==> src/rtl/hpi_bus_controller.sv <==
// Two-client HPI bus master: round-robin arbitration onto one strobed bus with
// fixed setup/strobe/hold timing, preceded by a chip-reset phase.
module hpi_bus_controller #(
  parameter int SETUP_CYC  = 1,
  parameter int STROBE_CYC = 4,
  parameter int HOLD_CYC   = 1,
  parameter int RST_CYC    = 16
) (
  input  logic        clk_clk,
  input  logic        reset_reset_n,
  input  logic        req0_valid,
  output logic        req0_ready,
  input  logic        req0_write,
  input  logic [1:0]  req0_addr,
  input  logic [15:0] req0_wdata,
  output logic        rsp0_valid,
  output logic [15:0] rsp0_rdata,
  input  logic        req1_valid,
  output logic        req1_ready,
  input  logic        req1_write,
  input  logic [1:0]  req1_addr,
  input  logic [15:0] req1_wdata,
  output logic        rsp1_valid,
  output logic [15:0] rsp1_rdata,
  output logic [1:0]  otg_hpi_address,
  output logic        otg_hpi_cs,
  output logic        otg_hpi_r,
  output logic        otg_hpi_w,
  output logic        otg_hpi_reset,
  output logic [15:0] otg_hpi_data_out,
  output logic        otg_hpi_data_oe,
  input  logic [15:0] otg_hpi_data_in,
  output logic        busy
);

  typedef enum logic [2:0] {CHIPRST, IDLE, SETUP, STROBE, HOLD, RECOVER} state_t;
  typedef struct packed {
    logic        id;
    logic        write;
    logic [1:0]  addr;
    logic [15:0] wdata;
  } req_t;

  state_t            state_q, state_d;
  logic [7:0]        cnt_q, cnt_d;
  req_t              lat_q, lat_d, req_in;
  logic              last_q, last_d;
  logic [15:0]       samp_q, samp_d;
  logic [1:0]        rsp_valid_q, rsp_valid_d;
  logic [1:0][15:0]  rsp_rdata_q, rsp_rdata_d;
  logic [1:0]        addr_q, addr_d;
  logic              cs_q, cs_d, r_q, r_d, w_q, w_d, oe_q, oe_d, chip_rst_q, chip_rst_d;
  logic [15:0]       dout_q, dout_d;
  logic              grant, accept, done, xfer, strobe;

  // On a tie the client not served last wins; otherwise the lone requester.
  assign grant      = (req0_valid & req1_valid) ? ~last_q : req1_valid;
  assign req0_ready = (state_q == IDLE) & ~grant;
  assign req1_ready = (state_q == IDLE) & grant;
  assign accept     = (req0_valid & req0_ready) | (req1_valid & req1_ready);
  assign req_in     = grant ? {1'b1, req1_write, req1_addr, req1_wdata}
                            : {1'b0, req0_write, req0_addr, req0_wdata};
  assign done       = (cnt_q == 8'd1);

  always_comb begin
    state_d     = state_q;
    cnt_d       = cnt_q;
    lat_d       = lat_q;
    last_d      = last_q;
    samp_d      = samp_q;
    rsp_valid_d = '0;
    rsp_rdata_d = rsp_rdata_q;
    case (state_q)
      CHIPRST: if (done) state_d = IDLE; else cnt_d = cnt_q - 8'd1;
      IDLE: if (accept) begin
        lat_d   = req_in;
        last_d  = req_in.id;
        state_d = SETUP;
        cnt_d   = 8'(SETUP_CYC);
      end
      SETUP: if (done) begin
        state_d = STROBE;
        cnt_d   = 8'(STROBE_CYC);
      end else cnt_d = cnt_q - 8'd1;
      STROBE: if (done) begin
        state_d = HOLD;
        cnt_d   = 8'(HOLD_CYC);
        if (!lat_q.write) samp_d = otg_hpi_data_in;
      end else cnt_d = cnt_q - 8'd1;
      HOLD: if (done) begin
        state_d = RECOVER;
        cnt_d   = 8'd1;
        rsp_valid_d[lat_q.id] = 1'b1;
        if (!lat_q.write) rsp_rdata_d[lat_q.id] = samp_q;
      end else cnt_d = cnt_q - 8'd1;
      RECOVER: state_d = IDLE;
      default: begin
        state_d = CHIPRST;
        cnt_d   = 8'(RST_CYC);
      end
    endcase

    // Bus pins are registered, so they are decoded from the next state.
    xfer       = (state_d == SETUP) | (state_d == STROBE) | (state_d == HOLD);
    strobe     = (state_d == STROBE);
    addr_d     = xfer ? lat_d.addr : 2'b00;
    cs_d       = ~xfer;
    r_d        = ~(strobe & ~lat_d.write);
    w_d        = ~(strobe & lat_d.write);
    oe_d       = xfer & lat_d.write;
    dout_d     = oe_d ? lat_d.wdata : 16'h0;
    chip_rst_d = (state_d != CHIPRST);
  end

  always_ff @(posedge clk_clk or negedge reset_reset_n) begin
    if (!reset_reset_n) begin
      state_q     <= CHIPRST;
      cnt_q       <= 8'(RST_CYC);
      lat_q       <= '0;
      last_q      <= 1'b1;
      samp_q      <= '0;
      rsp_valid_q <= '0;
      rsp_rdata_q <= '0;
      addr_q      <= '0;
      cs_q        <= 1'b1;
      r_q         <= 1'b1;
      w_q         <= 1'b1;
      oe_q        <= 1'b0;
      dout_q      <= '0;
      chip_rst_q  <= 1'b0;
    end else begin
      state_q     <= state_d;
      cnt_q       <= cnt_d;
      lat_q       <= lat_d;
      last_q      <= last_d;
      samp_q      <= samp_d;
      rsp_valid_q <= rsp_valid_d;
      rsp_rdata_q <= rsp_rdata_d;
      addr_q      <= addr_d;
      cs_q        <= cs_d;
      r_q         <= r_d;
      w_q         <= w_d;
      oe_q        <= oe_d;
      dout_q      <= dout_d;
      chip_rst_q  <= chip_rst_d;
    end
  end

  assign rsp0_valid       = rsp_valid_q[0];
  assign rsp1_valid       = rsp_valid_q[1];
  assign rsp0_rdata       = rsp_rdata_q[0];
  assign rsp1_rdata       = rsp_rdata_q[1];
  assign otg_hpi_address  = addr_q;
  assign otg_hpi_cs       = cs_q;
  assign otg_hpi_r        = r_q;
  assign otg_hpi_w        = w_q;
  assign otg_hpi_reset    = chip_rst_q;
  assign otg_hpi_data_out = dout_q;
  assign otg_hpi_data_oe  = oe_q;
  assign busy             = (state_q != IDLE);

endmodule

==> config.mk <==
export PLATFORM = sky130hd
export DESIGN_NAME = hpi_bus_controller
export DESIGN_NICKNAME = d
export VERILOG_FILES = /design/src/rtl/hpi_bus_controller.sv
export SDC_FILE = /design/constraint.sdc
export NUM_CORES = 1
export LEC_CHECK = 0
export CAP_MARGIN = 0
export CORE_AREA = 2 2 137 139
export DETAILED_ROUTE_END_ITERATION = 8
export DIE_AREA = 0 0 139 141
export GPL_TIMING_DRIVEN = 1
export PLACE_DENSITY = 0.43
export SYNTH_ARGS = -nofsm -noshare
export SYNTH_HDL_FRONTEND = slang
export SYNTH_SLANG_ARGS = --single-unit
==> constraint.sdc <==
create_clock -name clk_clk -period 2.7 [get_ports clk_clk]
set_input_delay 0.27 -clock clk_clk [delete_from_list [all_inputs] [get_ports clk_clk]]
set_output_delay 0.27 -clock clk_clk [all_outputs]
set_load 0.01 [all_outputs]
## Yosys cells after proc, flatten, opt, wreduce, memory -nomap -nowiden

Index checks and enable logic that the tools add are counted.

- Register bits after elaboration: 105
- Input bits: 58
- Output and inout bits: 60
- Logic and storage cells: 84

- Add/subtract/negate cells: 1
- Magnitude comparators: 2
- Equal/unequal tests: 12
- Multiplexer cells: 24
- Bitwise logic cells: 19
- Reductions and logical operators: 8

Operators with widths:

| kind | number |
|---|---|
| 8-bit one-hot mux with 5 select lines | 1 |
| 19-bit two-way mux | 2 |
| 32-bit bitwise mux | 1 |
| 16-bit two-way mux | 2 |
| 8-bit two-way mux | 4 |
| 20-bit two-way mux | 1 |
| 3-bit one-hot mux with 6 select lines | 1 |
| 16-bit demux with 1-bit select | 1 |
| 3-bit two-way mux | 5 |
| 3-bit by 2-bit == test with 1-bit output (second input constant) | 4 |
| 3-bit == test (second input constant) | 3 |
| 3-bit AND reduction | 3 |
| 1-bit bitwise AND | 8 |
| 8-bit by 1-bit == test with 1-bit output (second input constant) | 1 |
| 1-bit inverter | 8 |
| 8-bit by 1-bit subtractor with 8-bit output (second input constant) | 1 |
| 2-bit two-way mux | 3 |
| 2-bit inequality test (second input constant) | 2 |
| 3-bit by 1-bit == test with 1-bit output (second input constant) | 1 |
| 3-bit zero test | 1 |
| 3-bit by 1-bit inequality test with 1-bit output (second input constant) | 1 |
| 1-bit bitwise OR | 3 |
| 3-bit nonzero test | 1 |
| 1-bit by 2-bit less-than comparator with 1-bit output (second input constant) | 1 |
| 6 further kinds | 7 |

## Depth between registers and ports, before layout

- Depth after elaboration: 13
- Gate-level depth with buffers: 8
- Mapped depth without buffers: 6

## Worst setup path after synthesis

OpenSTA, ideal clock, no wires.

- Kind: register to register
- Start point: reg cnt_q[1]
- End point: reg rsp_rdata_q (netlist bit rsp1_rdata[0])
- Arrival: 2.141 ns
- Path slack: 0.434 ns
- Cell stages (with the launch flop): 9
- Buffers on the path: 2
- Cells stage by stage: dfrtp_1 inv_1 ha_1 nor4b_4 nand2_4 or4_4 buf_6 buf_12 mux2_4

- Word-level cells in the longest chain between the ends: 2

Ends and longest elaborated chain:

| element | line | text |
|---|---|---|
| start, declared | 45 | `logic [7:0] cnt_q, cnt_d;` |
| start signal, assigned | 118 | `cnt_q <= 8'(RST_CYC);` |
| start signal, assigned | 133 | `cnt_q <= cnt_d;` |
| 8-bit by 1-bit == test with 1-bit output | 63 | `assign done = (cnt_q == 8'd1);` |
| 3-bit AND reduction (no line) | n/a |  |
| end signal, assigned | 138 | `rsp_rdata_q <= rsp_rdata_d;` |
| end, declared | 50 | `logic [1:0][15:0] rsp_rdata_q, rsp_rdata_d;` |

Every way passes these cells.
A chain may end at the register's enable or synchronous reset.

## Final worst setup path

- Start point: reg state_q[1]
- End point: out req1_ready

- Word-level cells in the longest chain between the ends: 2

Ends and longest elaborated chain:

| element | line | text |
|---|---|---|
| start, declared | 44 | `state_t state_q, state_d;` |
| start signal, assigned | 132 | `state_q <= state_d;` |
| 3-bit by 1-bit == test with 1-bit output | 59 | `assign req1_ready = (state_q == IDLE) & grant;` |
| 1-bit bitwise AND | 59 |  |
| end, declared | 19 | `output logic req1_ready,` |

Every way passes these cells.

==> metrics.txt <==
status completed; Initial Util 0.243; Slew Limit Fails 0; Yosys cell types 57; DRC errors left 0; crit path launch state_q[1]; H-tree depth 3; share of layout cells above drive strength 1 0.211; Die ar. 0.0196 sq mm; Setup Fix Bufs, Post-CTS 0; final hold slack 0.0302 ns; most frequent cells in the layout clkdlybuf4s50_1 (116), dfrtp_1 (100), mux2_2 (40), nor2_1 (27), a21oi_1 (23); port bufs 117; register area share after synthesis 0.593; Gate Count Post-Synth 335; async set or reset register ratio after synthesis 1.00; clock sink count 105; vias in the first global route 3,114; Worst-Margin Slew 0.873 ns; Die Height 141 um; Post-DP HPWL 7490 um; Startpoint Class register; Routability Congestion 0.768; initial antenna violation count 0; n_diodes 0; FF-to-FF Start state_q[1]; final setup fails 0; register bit total from synthesis 105; Tcrit/Tclk final 0.950; largest net degree at the start of global routing 68; setup_tns 0 ns; Post-Syn Nets 395; synthesized area 0.00444 sq mm; Worst Skew 0.00755 ns; RSZ-0062 raised after global routing no; grt ovf 0; Leak Pwr 2.70 nW; later-pin clock latency in the skew report 0.35 ns; worst path required time 2.43 ns; Clk Tree Root Cell clkbuf_16; Avg Cell Area, Syn 13.2 sq um; total power after layout 5.39 mW; I/O Pins 118; Post-CTS Hold Buffers 0; Worst Path Arrival 2.30 ns; fmax 390 MHz; clk slew on worst S/H paths 0.07 ns; prevailing post-synth register cell dfrtp_1; Layout Utilization 0.340; DR WL/cell 15.1 um; Die Wd 139 um; vias per inst 4.41; first-pass GRT wire length 17,200 um; final hold viol count 0; yosys warns 0; final wirelength 10,500 um; CTS Buf Count 9; fin crit period 2.57 ns; CP Class reg -> out; Critical Path Sink Type output port; CTS tree yes; Total Nets Final 515; via count 3,058; P per Cell Area 868 mW/mm^2; First-pass DRT Iterations 4; gr usage total 0.112; VDD IR max 0.339 mV; Post-synth EDFFs 0; Slew headroom 0.418; most common cell after layout, fill and taps aside clkdlybuf4s50_1; Detail Route Antenna Nets 0; Max clock buf depth 2; post-cts resize count 0; hold crit path type in -> async; # rows 50; CP Max Fanout 15; initial drt markers 169; max cap viols 0; core outline area 0.0183 sq mm; Layout area overhead 39.9%
cell type report:
cell class                 count  area (sq um)
inverter                       5          18.8
clock buffer                   9           225
tap                          234           293
multi-input combinational    208          1710
sequential                   105          2630
fill                        1808         12100
timing repair buffer         126          1260
clock inverter                 7          70.1
state kept, by name (all words and copies together), names as in the netlist:
register and cells:
lat_q 20, otg_hpi_r 1, cnt_q 8, last_q 1, state_q 3, otg_hpi_reset 1, rsp0_rdata 16, otg_hpi_cs 1
rsp_valid_q 2, otg_hpi_address 2, otg_hpi_w 1, rsp1_rdata 16, otg_hpi_data_out 16, otg_hpi_data_oe 1, samp_q 16
report_power, final:
group          internal [mW]  switching [mW]
clock network          0.719           0.586
registers               2.05           0.279
logic                  0.878           0.873
total                   3.65            1.74
Yosys cell counts, types with 2 or more instances:
| cell | n | area share |
|---|---|---|
| a211oi_1 | 19 | 0.032 |
| a21boi_0 | 3 | 0.0051 |
| a21o_1 | 2 | 0.0034 |
| a21oi_1 | 23 | 0.026 |
| a221o_1 | 2 | 0.0045 |
| and3_1 | 2 | 0.0028 |
| buf_2 | 6 | 0.0068 |
| clkbuf_1 | 7 | 0.0059 |
| dfrtp_1 | 100 | 0.56 |
| dfstp_2 | 5 | 0.030 |
| ha_1 | 2 | 0.0056 |
| inv_1 | 5 | 0.0042 |
| mux2_2 | 40 | 0.10 |
| mux2_4 | 10 | 0.034 |
| mux2i_1 | 18 | 0.041 |
| nand2_1 | 7 | 0.0059 |
| nand2b_1 | 3 | 0.0042 |
| nand3_1 | 5 | 0.0056 |
| nor2_1 | 28 | 0.024 |
| nor2b_1 | 2 | 0.0028 |
| nor3_1 | 3 | 0.0034 |
| nor3_2 | 2 | 0.0045 |
| o211ai_1 | 3 | 0.0051 |
| o21ai_0 | 2 | 0.0023 |
| o22ai_1 | 2 | 0.0028 |
| or3_1 | 2 | 0.0028 |
| or3b_2 | 2 | 0.0039 |
final timing paths:
path / cells past startpoint / to / slack, ns
worst min-delay path: 1 / rsp1_rdata[0] / 0.03
max in group asynchronous: 2 / lat_q[8] / 1.96
worst max-delay path: 3 / req1_ready / 0.13
worst min register to register: 1 / rsp0_rdata[5] / 0.51
worst max register to register: 3 / rsp1_rdata[14] / 0.43
min in group clk_clk: 1 / rsp0_rdata[5] / 0.51
critical path, cell delays in order, from the launching register on:
cell,delay (ns)
dfrtp_1,0.53
or3b_1,0.57
nor2b_1,0.26
clkdlybuf4s50_1,0.58
through the flow:
step	instances	cell area, sq um	worst slack (ns)
after floorplan	335	4440	0.434
after global placement	678	5910	0.456
after detailed placement	678	5910	0.439
after CTS	694	6210	0.122
after global routing	694	6210	0.0123
final	694	6210	0.135
metal layers:
layer / part of all wire / global-route usage
met2: 0.43 / 0.163
met1: 0.51 / 0.159
met5: 0 / 0
met3: 0.049 / 0.0313
met4: 0.014 / 0.0383
kinds of logic after synthesis:
family                     synth area share
buffers and inverters                0.0265
AOI/OAI and AO/OA                     0.112
xor gates and xnor gates            0.00197
muxes                                 0.176
and+or+nand+nor                      0.0846
DFF                                   0.593
adders and majority gates           0.00564
Power figures use the tool's default switching activity.
